$ cat src/rtl/uart_pkg.sv
// Shared UART definitions: receiver state encoding, frame geometry and the
// baud divider computation used by both the receive and transmit paths.
package uart_pkg;

    typedef enum logic [1:0] {
        ST_IDLE  = 2'd0,
        ST_START = 2'd1,
        ST_DATA  = 2'd2,
        ST_STOP  = 2'd3
    } rx_state_e;

    localparam int DATA_BITS      = 8;
    localparam int OVERSAMPLE_DEF = 16;

    // Clocks per oversample tick; clamped to 1 so a fast baud never yields a zero divider.
    function automatic int calc_div(input int clk_freq, input int baud, input int oversample);
        int div;
        div = clk_freq / (baud * oversample);
        return (div < 1) ? 1 : div;
    endfunction

endpackage

$ cat src/rtl/baud_tick_gen.sv
// Free-running divider producing a one-clock tick every DIV clocks, where DIV is
// the number of system clocks per oversample period.
module baud_tick_gen
    import uart_pkg::*;
#(
    parameter int CLK_FREQ   = 100_000_000,
    parameter int BAUD       = 9600,
    parameter int OVERSAMPLE = OVERSAMPLE_DEF
) (
    input  logic clk,
    input  logic rst,
    output logic tick
);

    localparam int DIV   = calc_div(CLK_FREQ, BAUD, OVERSAMPLE);
    localparam int CNT_W = (DIV > 1) ? $clog2(DIV) : 1;
    localparam logic [CNT_W-1:0] CNT_MAX = CNT_W'(DIV - 1);

    logic [CNT_W-1:0] cnt_q;
    logic [CNT_W-1:0] cnt_d;

    assign tick = (cnt_q == CNT_MAX);

    always_comb begin
        cnt_d = tick ? '0 : cnt_q + CNT_W'(1);
    end

    // NOTE: sequential state uses non-blocking assignments so every flop samples
    // pre-edge values, regardless of the order the always_ff blocks are evaluated in.
    always_ff @(posedge clk or negedge rst) begin
        if (!rst) begin
            cnt_q <= '0;
        end else begin
            cnt_q <= cnt_d;
        end
    end

endmodule

$ cat src/rtl/uart_rx_core.sv
// 8N1 UART receiver: 2-FF input synchronizer, 16x oversampled mid-bit sampling,
// start-glitch rejection, stop-bit framing check and break handling.
module uart_rx_core
    import uart_pkg::*;
#(
    parameter int CLK_FREQ   = 100_000_000,
    parameter int BAUD       = 9600,
    parameter int OVERSAMPLE = OVERSAMPLE_DEF
) (
    input  logic       clk,
    input  logic       rst,
    input  logic       rx,
    output logic [7:0] rx_data,
    output logic       rx_done,
    output logic       frame_err,
    output logic       rx_busy
);

    localparam logic [3:0] TICK_MID  = 4'(OVERSAMPLE / 2 - 1);
    localparam logic [3:0] TICK_LAST = 4'(OVERSAMPLE - 1);
    localparam logic [2:0] BIT_LAST  = 3'(DATA_BITS - 1);

    logic tick;

    logic [1:0]           sync_q;
    logic                 rx_s;
    rx_state_e            state_q,     state_d;
    logic [3:0]           tick_cnt_q,  tick_cnt_d;
    logic [2:0]           bit_cnt_q,   bit_cnt_d;
    logic [DATA_BITS-1:0] shift_q,     shift_d;
    logic [DATA_BITS-1:0] rx_data_q,   rx_data_d;
    logic                 frame_err_q, frame_err_d;
    logic                 rx_done_q,   rx_done_d;
    logic                 wait_high_q, wait_high_d;

    baud_tick_gen #(
        .CLK_FREQ   (CLK_FREQ),
        .BAUD       (BAUD),
        .OVERSAMPLE (OVERSAMPLE)
    ) u_tick (
        .clk  (clk),
        .rst  (rst),
        .tick (tick)
    );

    assign rx_s = sync_q[1];

    always_ff @(posedge clk or negedge rst) begin
        if (!rst) begin
            sync_q <= 2'b11;
        end else begin
            sync_q <= {sync_q[0], rx};
        end
    end

    always_ff @(posedge clk or negedge rst) begin
        if (!rst) begin
            state_q <= ST_IDLE;
        end else begin
            state_q <= state_d;
        end
    end

    // wait_high_q blocks arming until the line has been seen idle, covering both
    // a break after a framing error and a line that is low when reset releases.
    always_comb begin
        state_d = state_q;
        if (tick) begin
            unique case (state_q)
                ST_IDLE:  if (!rx_s && !wait_high_q) state_d = ST_START;
                ST_START: if (tick_cnt_q == TICK_MID) state_d = rx_s ? ST_IDLE : ST_DATA;
                ST_DATA:  if (tick_cnt_q == TICK_LAST && bit_cnt_q == BIT_LAST) state_d = ST_STOP;
                ST_STOP:  if (tick_cnt_q == TICK_LAST) state_d = ST_IDLE;
                default:  state_d = ST_IDLE;
            endcase
        end
    end

    // NOTE: every variable assigned in an always_comb gets a default first, so no
    // path can leave it unassigned and infer a latch.
    always_comb begin
        rx_busy     = (state_q != ST_IDLE);
        tick_cnt_d  = tick_cnt_q;
        bit_cnt_d   = bit_cnt_q;
        shift_d     = shift_q;
        rx_data_d   = rx_data_q;
        frame_err_d = frame_err_q;
        wait_high_d = wait_high_q;
        rx_done_d   = 1'b0;
        if (tick) begin
            unique case (state_q)
                ST_IDLE: begin
                    tick_cnt_d = '0;
                    bit_cnt_d  = '0;
                    if (rx_s) wait_high_d = 1'b0;
                end
                ST_START: begin
                    if (tick_cnt_q == TICK_MID) begin
                        tick_cnt_d = '0;
                        bit_cnt_d  = '0;
                    end else begin
                        tick_cnt_d = tick_cnt_q + 4'd1;
                    end
                end
                ST_DATA: begin
                    if (tick_cnt_q == TICK_LAST) begin
                        shift_d    = {rx_s, shift_q[DATA_BITS-1:1]};
                        tick_cnt_d = '0;
                        if (bit_cnt_q != BIT_LAST) bit_cnt_d = bit_cnt_q + 3'd1;
                    end else begin
                        tick_cnt_d = tick_cnt_q + 4'd1;
                    end
                end
                ST_STOP: begin
                    if (tick_cnt_q == TICK_LAST) begin
                        rx_data_d   = shift_q;
                        frame_err_d = ~rx_s;
                        wait_high_d = ~rx_s;
                        rx_done_d   = 1'b1;
                        tick_cnt_d  = '0;
                    end else begin
                        tick_cnt_d = tick_cnt_q + 4'd1;
                    end
                end
                default: tick_cnt_d = '0;
            endcase
        end
    end

    always_ff @(posedge clk or negedge rst) begin
        if (!rst) begin
            tick_cnt_q  <= '0;
            bit_cnt_q   <= '0;
            shift_q     <= '0;
            rx_data_q   <= '0;
            frame_err_q <= 1'b0;
            rx_done_q   <= 1'b0;
            wait_high_q <= 1'b1;
        end else begin
            tick_cnt_q  <= tick_cnt_d;
            bit_cnt_q   <= bit_cnt_d;
            shift_q     <= shift_d;
            rx_data_q   <= rx_data_d;
            frame_err_q <= frame_err_d;
            rx_done_q   <= rx_done_d;
            wait_high_q <= wait_high_d;
        end
    end

    assign rx_data   = rx_data_q;
    assign rx_done   = rx_done_q;
    assign frame_err = frame_err_q;

endmodule

$ cat config.mk
export PLATFORM = sky130hd
export DESIGN_NAME = uart_rx_core
export DESIGN_NICKNAME = d
export VERILOG_FILES = /design/src/rtl/uart_pkg.sv /design/src/rtl/baud_tick_gen.sv /design/src/rtl/uart_rx_core.sv
export SDC_FILE = /design/constraint.sdc
export NUM_CORES = 1
export LEC_CHECK = 0
export CAP_MARGIN = 20
export CORE_MARGIN = 2
export CORE_UTILIZATION = 57
export CTS_BUF_LIST = sky130_fd_sc_hd__clkbuf_8 sky130_fd_sc_hd__clkbuf_16
export DETAILED_ROUTE_END_ITERATION = 12
export HOLD_SLACK_MARGIN = 0.02
export PLACE_DENSITY = 0.82
export SLEW_MARGIN = 20
export SYNTH_ARGS = -nofsm -noshare
export SYNTH_HDL_FRONTEND = slang
export SYNTH_SLANG_ARGS = --single-unit
$ cat constraint.sdc
create_clock -name clk -period 2.8 [get_ports clk]
set_clock_uncertainty 0.2 [all_clocks]
set_input_delay 0.7 -clock clk [delete_from_list [all_inputs] [get_ports clk]]
set_output_delay 0.7 -clock clk [all_outputs]
set_load 0.1 [all_outputs]
==> flow_summary.yaml <==
run_status:
  status: "finished, final reports clean"
clock_network:
  ctsHtreeMaxLevel: 2
  worstSkewPairLatency_ns: 0.29
  cts.sinks: 40
  cts_hold_buffers: 0
  postCtsSetupRepairBufs: 0
  postCtsResizedCells: 0
  clockBufferDepth: 2
  cts-root-buf: "clkbuf_8"
  cts_made_buffers: 5
  tritoncts: "done"
  clkSlewWorstSetupHoldPaths_ns: 0.08
worst_setup_path:
  worstReg2RegStart: "u_tick.cnt_q[2]$_DFF_PN0_"
  critPathLaunchType: "flip-flop"
  worstPathRequired_ns: 2.78
  reg2reg_to: "rx_data[2]$_DFFE_PN0P_"
  critPathMaxFanout: 11
  reg2reg_slack_ns: 0.27
  r2r.worst_path.cells: 4
  crit_type: "reg2reg"
  end_kind: "flip-flop"
  critical_path_arrival_ns: 2.51
hold_path:
  hold_class: "reg2reg"
  holdPathEnd: "sync_q[1]$_DFF_PN1_"
  min-delay-start: "sync_q[0]$_DFF_PN1_"
  hold_depth: 0
yosys:
  synth_edf_count: 0
  avgSynthCellArea_um2: 11.96
  synthCells: 150
  synth.area.top_cells: "dfrtp_1 (52%), mux2_2 (11%), dfstp_2 (4.4%), ha_1 (3.5%), xnor2_1 (2.9%)"
  netlist_area_mm2: 0.001794
  async_flop_share_pct: 100.0
  yosys_warnings: 0
  synth_ff_type: "dfrtp_1"
  synth_top_cell_by_area: "dfrtp_1"
  synth_top_cell_area_share_pct: 51.60
  ys_seq_area_share_pct: 56.00
  synth_cell_types: 42
  synth_seq_cells: 40
  syn_nets: 158
sta:
  max_freq_mhz: 395.3
  final_max_slew_viol_count: 0
  relSlewSlack_pct: 42.81
  rsz0062_at_grt: "no"
  finalSetupViolations: 0
  worst_pin_slew_ns: 0.8578
  period_share_pct: 90.34
  timing.hold.ws_ns: 0.1590
  setup_tns_ns: 0
  finalHoldViolations: 0
  period_minus_slack_ns: 2.530
die:
  ios: 14
  coreArea_mm2: 0.003028
  num_rows: 20
  dieArea_mm2: 0.003613
  fp.dieW_um: 60.11
  die_y_um: 60.11
  initial_core_util_pct: 59.26
finish:
  drive_gt1_share_pct: 27.54
  multi_input_area_um2: 728.2
  final_common_cell: "dfrtp_1"
  final_nets: 174
  n_fill_cell: 222
  area.growth.synth_to_final_pct: 13.60
  diodes: 0
  final_cell_mix: "dfrtp_1 (37), mux2_2 (17), buf_4 (12)"
  regArea_mm2: 0.001005
placement:
  port_buffers: 13
  hpwl_um: 2133
  gp_congestion: 0.8437
global_route:
  grt_overflow: 0
  grt_max_degree: 41
  grt_pass1_vias: 1116
  grt_usage_pct: 19.68
  grt_first_pass_wirelength_um: 5106
  antenna_found_initial: 0
route:
  vias_per_cell: 5.573
  wl_per_cell_um: 14.39
  wirelength_um: 3036
  firstDrtPassIters: 4
  via_count: 1176
  detail-route-antenna-nets: 0
  drc: 0
  drtIter0Drc: 131
run:
  drv_cap: 0
pwr:
  p_leak_nw: 0.9765
  peakVddDrop_mv: 0.3746
  p_per_area_mw_per_mm2: 523.7
-- registers in the layout (all words and copies together) (netlist names), named ones only --
register      cells
shift_q           8
rx_data           8
sync_q            2
bit_cnt_q         3
tick_cnt_q        4
u_tick.cnt_q     10
wait_high_q       1
state_q           1
frame_err         1
rx_done           1
-- report_power, final --
part / total [mW] / leakage (nW) / switching [mW] / internal [mW]
registers: 0.582 / 0.534 / 0.00166 / 0.580
clock network: 0.472 / 0.0548 / 0.204 / 0.268
logic: 0.0137 / 0.388 / 0.0115 / 0.00226
-- how the worst max path moves through the flow --
| stage | start | endpoint | slack [ns] | cells after the start |
|---|---|---|---|---|
| floorplan | u_tick.cnt_q[2]$_DFF_PN0_ | rx_data[0]$_DFFE_PN0P_ | 0.52 | 4 |
| finish | u_tick.cnt_q[2]$_DFF_PN0_ | rx_data[2]$_DFFE_PN0P_ | 0.27 | 4 |
| CTS | u_tick.cnt_q[2]$_DFF_PN0_ | rx_data[7]$_DFFE_PN0P_ | 0.25 | 4 |
| global route | u_tick.cnt_q[2]$_DFF_PN0_ | rx_data[0]$_DFFE_PN0P_ | 0.14 | 4 |
| global placement | u_tick.cnt_q[2]$_DFF_PN0_ | rx_data[6]$_DFFE_PN0P_ | 0.35 | 4 |
| detailed placement | u_tick.cnt_q[2]$_DFF_PN0_ | rx_data[7]$_DFFE_PN0P_ | 0.27 | 4 |
-- synthesized netlist by cell type, types with 2 or more instances --
library cell / n
mux2i_1: 3
nand3_1: 8
clkbuf_1: 2
nor4b_1: 2
or3_1: 2
o21ai_0: 5
nor2_1: 11
inv_1: 8
dfstp_2: 3
nand2_1: 10
xor2_1: 2
o22ai_1: 2
mux2_2: 17
dfrtp_1: 37
and3_1: 2
xnor2_1: 6
ha_1: 5
-- metrics by stage --
stage	setup slack, ns	std cells	area, um^2	power, mW	util, %
final	0.2704	211	2038	1.067	67.31
after global routing	0.1400	211	2038	1.109	67.31
after CTS	0.2510	211	2038	1.080	67.31
after detailed placement	0.2690	203	1923	0.6071	63.51
after global placement	0.3523	203	1923	0.6065	63.51
after floorplan	0.5184	150	1794	0.5934	-
-- metal layers --
metal,part of all wire (%),GRT usage [%]
met1,44,25.50
met3,4.5,6.494
met4,0.56,7.937
met5,0,0
met2,51,30.43
-- critical path: stages (launching register included) --
cell and delay (ns):
dfrtp_1 0.43, or3b_1 0.44, or4_4 0.52, nor2_2 0.43
mux2_2 0.39
-- cell type report --
type                    instances  share of cell area [%]
flip-flops and latches         40                   49.29
multi-input cells              97                   35.73
repair buffers                 14                   5.157
clock buffers                   5                   3.376
well taps                      44                   2.701
clock inverters                 3                   2.271
inverters                       8                   1.473
-- cell families after synthesis --
family,count (synthesis),share of synthesized area (%)
buffers and inverters,13,3.417
XOR/XNOR,8,3.905
AND/OR/NAND/NOR,50,15.76
AO/OA/AOI/OAI,14,5.091
multiplexers,20,12.34
adder cells (fa/ha/maj),5,3.487
flip-flops,40,56.00
Note: power is estimated with default switching activity, not from simulation.
